[config.mk]
export PLATFORM = sky130hd
export DESIGN_NAME = spi_symbol_rx_flat
export DESIGN_NICKNAME = d
export VERILOG_FILES = /design/src/rtl/spi_symbol_rx_if.sv /design/src/rtl/spi_symbol_rx.sv /design/src/flat_wrapper.sv
export SDC_FILE = /design/constraint.sdc
export NUM_CORES = 1
export LEC_CHECK = 0
export CAP_MARGIN = 40
export CORE_MARGIN = 5
export CORE_UTILIZATION = 55
export CTS_CLUSTER_SIZE = 24
export DETAILED_ROUTE_END_ITERATION = 8
export PLACE_DENSITY = 0.78
export SETUP_SLACK_MARGIN = 0.3
export SYNTH_ARGS = -nofsm -noshare
export SYNTH_HDL_FRONTEND = slang
export SYNTH_SLANG_ARGS = --single-unit
[constraint.sdc]
create_clock -name clk -period 1.8 [get_ports clk]
set_input_delay 0.54 -clock clk [delete_from_list [all_inputs] [get_ports clk]]
set_output_delay 0.54 -clock clk [all_outputs]
set_load 0.02 [all_outputs]
[src/rtl/spi_symbol_rx_if.sv]
// Bundle for the 3-cycle-symbol serial receive link: the serial side driven by the
// transmitter and the parallel byte side consumed by the hash-table logic.
interface spi_symbol_rx_if #(
  parameter int DATA_W = 8
);
  logic              in_data;
  logic              in_en;
  logic [DATA_W-1:0] data_out;
  logic              valid;
  logic              frame_err;
  logic              busy;

  modport master (
    output in_data, in_en,
    input  data_out, valid, frame_err, busy
  );

  modport slave (
    input  in_data, in_en,
    output data_out, valid, frame_err, busy
  );
endinterface

[src/rtl/spi_symbol_rx.sv]
// Decodes 3-clock serial symbols (1 = H,L,L; 0 = H,H,L), LSB first, into parallel bytes
// with a one-cycle valid strobe and a one-cycle framing-error strobe.
module spi_symbol_rx #(
  parameter int DATA_W  = 8,
  parameter int MAX_GAP = 4
) (
  input  logic           clk,
  input  logic           rst,
  spi_symbol_rx_if.slave bus
);

  localparam int CNT_W = (DATA_W > 1) ? $clog2(DATA_W) : 1;
  localparam int GAP_W = 4;

  typedef enum logic [1:0] {
    S_HUNT,
    S_MID,
    S_END
  } state_t;

  state_t            r_state;
  logic [CNT_W-1:0]  r_bitCnt;
  logic [GAP_W-1:0]  r_gapCnt;
  logic [DATA_W-1:0] r_shift;
  logic              r_rxBit;
  logic [DATA_W-1:0] r_dataOut;
  logic              r_valid;
  logic              r_frameErr;

  logic              w_lastBit;
  logic [DATA_W-1:0] w_shiftNext;

  assign w_lastBit = (r_bitCnt == CNT_W'(DATA_W - 1));

  // Shift register with the pending bit merged in, so completion can publish it directly.
  always_comb begin
    w_shiftNext           = r_shift;
    w_shiftNext[r_bitCnt] = r_rxBit;
  end

  always_ff @(posedge clk) begin
    if (!rst) begin
      r_state    <= S_HUNT;
      r_bitCnt   <= '0;
      r_gapCnt   <= '0;
      r_shift    <= '0;
      r_rxBit    <= 1'b0;
      r_dataOut  <= '0;
      r_valid    <= 1'b0;
      r_frameErr <= 1'b0;
    end else begin
      r_valid    <= 1'b0;
      r_frameErr <= 1'b0;
      case (r_state)
        S_HUNT: begin
          if (!bus.in_en) begin
            r_gapCnt <= '0;
            if (r_bitCnt != '0) begin
              r_frameErr <= 1'b1;
              r_bitCnt   <= '0;
            end
          end else if (bus.in_data) begin
            r_state  <= S_MID;
            r_gapCnt <= '0;
          end else if (r_bitCnt != '0) begin
            // Idle gaps only count once a frame has started.
            if (r_gapCnt == GAP_W'(MAX_GAP - 1)) begin
              r_frameErr <= 1'b1;
              r_bitCnt   <= '0;
              r_gapCnt   <= '0;
            end else begin
              r_gapCnt <= r_gapCnt + 1'b1;
            end
          end
        end
        S_MID: begin
          r_state <= S_HUNT;
          if (!bus.in_en) begin
            r_frameErr <= 1'b1;
            r_bitCnt   <= '0;
          end else begin
            r_rxBit <= ~bus.in_data;
            r_state <= S_END;
          end
        end
        S_END: begin
          r_state <= S_HUNT;
          // The transmitter may drop enable together with the final symbol.
          if ((!bus.in_en && !w_lastBit) || bus.in_data) begin
            r_frameErr <= 1'b1;
            r_bitCnt   <= '0;
          end else begin
            r_shift <= w_shiftNext;
            if (w_lastBit) begin
              r_dataOut <= w_shiftNext;
              r_valid   <= 1'b1;
              r_bitCnt  <= '0;
            end else begin
              r_bitCnt <= r_bitCnt + 1'b1;
            end
          end
        end
        default: r_state <= S_HUNT;
      endcase
    end
  end

  assign bus.data_out  = r_dataOut;
  assign bus.valid     = r_valid;
  assign bus.frame_err = r_frameErr;
  assign bus.busy      = (r_state != S_HUNT) || (r_bitCnt != '0);

endmodule

[src/flat_wrapper.sv]
// flat-port wrapper written by rule: the top's interface ports become plain ports
module spi_symbol_rx_flat 
#(
  parameter int DATA_W  = 8,
  parameter int MAX_GAP = 4
)
  (clk, rst, bus_in_data, bus_in_en, bus_data_out, bus_valid, bus_frame_err, bus_busy);
  spi_symbol_rx_if #(.DATA_W(DATA_W)) bus_i ();
  input  logic clk;
  input  logic rst;
  input wire logic [$bits(bus_i.in_data)-1:0] bus_in_data;
  input wire logic [$bits(bus_i.in_en)-1:0] bus_in_en;
  output wire logic [$bits(bus_i.data_out)-1:0] bus_data_out;
  output wire logic [$bits(bus_i.valid)-1:0] bus_valid;
  output wire logic [$bits(bus_i.frame_err)-1:0] bus_frame_err;
  output wire logic [$bits(bus_i.busy)-1:0] bus_busy;
  assign bus_i.in_data = bus_in_data;
  assign bus_i.in_en = bus_in_en;
  assign bus_data_out = bus_i.data_out;
  assign bus_valid = bus_i.valid;
  assign bus_frame_err = bus_i.frame_err;
  assign bus_busy = bus_i.busy;
  spi_symbol_rx #(.DATA_W(DATA_W), .MAX_GAP(MAX_GAP)) u_core (.clk(clk), .rst(rst), .bus(bus_i));
endmodule
======== Yosys cells after proc, flatten, opt, wreduce, memory -nomap -nowiden ========
Index checks and enable logic that the tools add are counted.
storage, ports and cells
  flip-flop bits (word level) ............. 28
operators by class
  add/subtract/negate cells ............... 2
  magnitude comparators ................... 2
  eq/ne operators ......................... 11
  multiplexer cells ....................... 29
  bitwise gates (word level) .............. 4
  reductions and logical operators ........ 17
operator list
  operator               number
  $mux W3                8
  $mux W4                4
  $mux W1                9
  $pmux W3 S3            1
  $bwmux W8              1
  $reduce_and A2 Y1      4
  $mux W2                3
  $ne A2 B2 Y1 const B   3
  $ne A3 B2 Y1 const B   2
  $reduce_bool A3 Y1     2
  $reduce_and A5 Y1      1
  $add A4 B1 Y4 const B  1
  $eq A4 B2 Y1 const B   1
  $lt A3 B4 Y1 const B   1
  $not A1 Y1             4
  $pmux W2 S2            1
  $add A3 B1 Y3 const B  1
  $demux W1 S3           1
  $eq A3 B3 Y1 const B   1
  $ge A3 B1 Y1 const B   1
  $ne A3 B3 Y1 const B   1
  $pmux W1 S3            1
  $reduce_and A3 Y1      1
  $reduce_or A3 Y1       1
  other kinds (8)        11

======== Depth between registers and ports, before layout ========
  word-level depth ........................ 6
  depth in mapped cells ................... 7

======== Least setup slack after synthesis ========
No wires, ideal clock.
  path kind ............................... input -> register
  from .................................... input port bus_in_data
  to ...................................... register u_core.r_bitCnt[0]
  library setup time ...................... 0.121 ns
  data arrival time ....................... 1.547 ns
  data required time ...................... 1.679 ns
  slack ................................... 0.132 ns
  stages on the path ...................... 5
  cell sequence ........................... buf_6 > or4b_4 > nand3_2 > o31ai_2 > mux2_4
on the way
  longest elaborated chain between the ends .. 3
ends and longest elaborated chain
  what                    RTL line             text
  start: declaration      flat_wrapper.sv:11   input wire logic [$bits(bus_i.in_data)-1:0] bus_in_data;
  $logic_or A1 B1 Y1      spi_symbol_rx.sv:89  if ((!bus.in_en && !w_lastBit) || bus.in_data) begin
  $mux W3                 spi_symbol_rx.sv:89
  $pmux W3 S3             spi_symbol_rx.sv:54  case (r_state)
  end signal: assignment  spi_symbol_rx.sv:99  r_bitCnt <= r_bitCnt + 1'b1;
  end: declaration        spi_symbol_rx.sv:22  logic [CNT_W-1:0] r_bitCnt;
Several ways; a longest one is shown, not always the timed one.
A chain may end at the register's enable or synchronous reset.

======== Worst setup path in the final report ========
  from .................................... register u_core.r_bitCnt[0]
  to ...................................... output port bus_busy
on the way
  longest elaborated chain between the ends .. 2
ends and longest elaborated chain
  what                RTL line              text
  $reduce_bool A3 Y1  spi_symbol_rx.sv:111  assign bus.busy = (r_state != S_HUNT) || (r_bitCnt != '0);
  $logic_or A1 B1 Y1  spi_symbol_rx.sv:111
  end: declaration    flat_wrapper.sv:16    output wire logic [$bits(bus_i.busy)-1:0] bus_busy;
Every way passes these cells.

==> results.md <==
Clock tree:
- The number of hold buffers added after CTS was 0.
- The cell at the root of the clock tree is clkbuf_4.
- In this run the number of H-tree levels came out at 1.
- TritonCTS built the clock tree.
- Clock-pin slew was measured on the worst setup and hold paths at around 150 ps.
- The CTS buffer count is 3.
- The count of clock tree sinks is 28.
- No sink is reached through more buffers than the 2 on the longest clock path.
- Clock latency on the worst-skew pair, taken at its later pin, is about 340 ps.

Placement:
- At the end of routability-driven placement, the weighted congestion stood at 0.862.
- Prior to clock tree synthesis, the placed netlist has a worst setup slack of -223 ps.
- Counting tap cells, the placed design contains a total of 206 instances.
- The placed instances occupy a cell area of roughly 1700 um2.
- The number of buffer cells added on primary ports is 14.
- Summed over all nets, the half-perimeter wirelength after detailed placement is about 2200 um.

Route:
- The routed wire length is between 4000 and 5000 um.
- The final routed DRC violation total is 0.
- In this run the remaining antenna-violating nets after routing total 0.
- Before antenna repair, the detailed router went through 4 iterations.
- The first routing iteration left a little under 80 violations.
- The routed via count divided by cell count is ~6.1.
- After detailed routing, the average wire length per cell comes to about 18 um.
- The routed via count is about 1400.

Yosys:
- The synthesized design contains 0 enable-type register cells.
- The synthesized design contains 28 register bits.
- Synthesis handed over a netlist of 150 instances.
- Yosys printed 0 warnings.
- The biggest area contributor in the post-synthesis netlist is dfxtp_1.
- The synthesized cell area is 1380 um2.
- In the post-synthesis netlist, the biggest area contributors are dfxtp_1, mux2i_1, a21oi_1.
- For this run, asynchronously set or reset flops after synthesis account for 0%.
- The portion of the post-synthesis area used by sequential elements is around two fifths.
- The primary flip-flop cell chosen by synthesis mapping is dfxtp_1.
- The number of distinct library cells after synthesis is between 40 and 50.
- After synthesis, the largest area contributor takes up 40.5% of total cell area.
- After synthesis, the mean cell area works out to 9.22 um2.
- The post-synthesis net count is between 150 and 200.

Critical path:
- The critical path goes through inv_2, ha_4, and2b_2, nand2_4, buf_6.
- The type of the worst setup path is reg2out.
- STA classifies the critical path startpoint as a register.
- The library cell contributing the largest single delay on the critical path is dfxtp_2.
- The worst setup path is captured at a primary output.
- The maximum net fanout on the critical path is 2.
- In this run the critical register-to-register path is launched from u_core.r_bitCnt[0]$_SDFFE_PN0P_.
- The required time of the critical path is 1260 ps.
- At the worst endpoint, the arrival time is approximately 1300 ps.
- The start point of the critical path is u_core.r_bitCnt[0]$_SDFFE_PN0P_.
- The highest cell delay on the worst timing path is 370 ps.

Power and ir drop:
- IR analysis of the VDD net gives a maximum drop of roughly 0.65 mV.
- The leakage power figure is between 0.8 and 0.9 nW.
- The power density over the cells is around 570 nW/um2.

Global routing:
- The pin count of the biggest net entering global routing is 17.
- The number of global-route vias before repair was between 1000 and 1500.
- The overall overflow remaining after global route is 0.
- In the global route stage, overall resource usage came out at roughly a quarter.
- The first-pass GRT wire length is about 6300 um.
- The number of antenna violations at the first check in global routing was 0.

STA:
- The share of the clock period used by the worst path is 101%.
- In this run the tightest slew margin relative to its limit is roughly two thirds.
- Static timing analysis puts the maximum clock frequency at around 0.55 GHz.
- Setup repair after global routing could not meet its margin everywhere.
- The routed design could run at a clock period as short as roughly 1800 ps.
- The worst hold slack across all endpoints is ~480 ps.
- The number of slew-limit violations in the final report was 0.
- Setup violations remaining at the end of the flow were counted as 1.
- The worst clock skew on the final layout is 5.71 ps.
- The measured slew at the worst slew-check pin is slightly above 500 ps.
- The number of failing hold endpoints at the final stage is 0.
- The minimum setup slack in the final design is -24.0 ps.

Cells and area:
- The final non-filler cell total is around 220.
- Cells fill a little over four fifths of the core in the end.
- The share of layout cells above drive strength 1 is 45.6%.
- The number of antenna diodes in the final layout is 0.
- The area growth from synthesis to layout is 46.5%.
- Once layout is done, the placed cells without fillers occupy just over 2000 um2.
- The layout net count is 202.

Floorplan:
- The placement row count is 18.
- The die height is about 60 um.
- The die is between 60 and 70 um wide.
- The starting density of the core is between 50% and 60%.
- For this design the top-level I/O count stands at 15.
- The placeable core region is between 2000 and 2500 um2.
- The die covers between 3000 and 4000 um2.

Flow run:
- The tool flagged a number of max-cap violations equal to 0.

Run status:
- The final reports fail on negative setup slack.
- The flow ran to the end, but the final reports show violations.

Hold path:
- The worst hold-check path type is reg2reg.
- The beginning of the worst hold path is u_core.r_shift[2]$_SDFFE_PN0P_.
[final timing paths]
kind	to	slack, ps	cells past startpoint
hold / removal	u_core.r_shift[2]$_SDFFE_PN0P_	480	2
setup / recovery	bus_busy	-20	5
hold reg to reg	u_core.r_shift[2]$_SDFFE_PN0P_	480	2
setup reg to reg	u_core.bus.data_out[1]$_SDFFE_PN0P_	80	8
[timing repair]
action	in CTS	in global routing
gates cloned	1	0
buffers inserted	6	6
resized for setup	66	35
pin swaps	9	6
setup endpoints to repair	35	31
[layout make-up]
cell class,instances,area (um2)
Multi-Input combinational cell,110,945
Fill cell,125,407
Clock inverter,1,30.0
Timing Repair Buffer,47,409
Tap cell,30,37.5
Inverter,4,15.0
Clock buffer,3,22.5
Sequential cell,28,567
[registers in the layout, indices dropped and copies added, names as in the netlist]
signal / count
u_core.r_shift: 8
u_core.r_gapCnt: 4
u_core.r_bitCnt: 3
u_core.r_rxBit: 1
u_core.bus.data_out: 8
u_core.bus.frame_err: 1
u_core.bus.valid: 1
u_core.r_state: 2
[where the power goes]
part | total (mW) | switching, mW | internal [mW]
logic | 0.107 | 0.0602 | 0.0469
clock network | 0.415 | 0.189 | 0.225
registers | 0.627 | 0.00370 | 0.623
[logic make-up (layout without fill, tap and decap cells)]
logic type,count (synthesis),count (layout),synth area share (%)
AO/OA/AOI/OAI,40,40,17.2
adder cells (fa/ha/maj),4,4,3.62
buffers and inverters,12,55,4.98
flip-flops,28,28,40.5
multiplexers,14,14,10.5
AND/OR/NAND/NOR,52,52,23.2
[worst max-delay path: cells and delay by family (launching register included)]
kind | cells | cell delay, ps
DFF | 1 | 370
and+or+nand+nor | 2 | 270
buffers and inverters | 2 | 170
adders and majority gates | 1 | 150
[metrics by stage]
stage	power (mW)	setup TNS, ps
6_report	1.15	-24.0
3_3_place_gp	0.719	-3440
4_1_cts	1.14	-27.9
5_1_grt	1.19	-87.4
3_5_place_dp	0.722	-3780
2_1_floorplan	0.688	0
[routing by layer]
| metal | vias to the layer above | global-route usage (%) | wire length, um |
|---|---|---|---|
| met5 | - | 0 | 0 |
| met4 | 0 | 12.0 | 222 |
| met3 | 25 | 4.97 | 181 |
| met2 | 61 | 39.4 | 2130 |
| met1 | 648 | 27.4 | 1590 |
| li1 | 637 | - | - |
[synthesized netlist by cell type, types with 2 or more instances]
cell and instances:
nand2_1 12, dfxtp_1 28, and2b_2 2, nor3_1 4
and3_1 2, buf_6 2, ha_1 4, buf_4 2
nor4_1 3, o21ai_0 13, inv_1 4, nor2_1 9
nor3b_1 2, mux2i_1 13, and2_1 2, nand3_1 5
a21oi_1 16, clkbuf_1 2, a22oi_1 2
[cells in the final DEF (no fill, tap or decap), types with 3 or more instances in the layout]
cell	instances
o21ai_1	3
ha_4	4
nand2_4	3
dfxtp_2	5
clkbuf_4	3
nand3_1	4
mux2i_1	13
nor2_1	8
buf_4	25
nor3_1	3
buf_2	10
a21oi_2	4
dfxtp_1	23
nand2_1	8
nor4_4	3
a21oi_1	12
buf_6	5
o21ai_0	7
(Power assumes the default switching activity.)
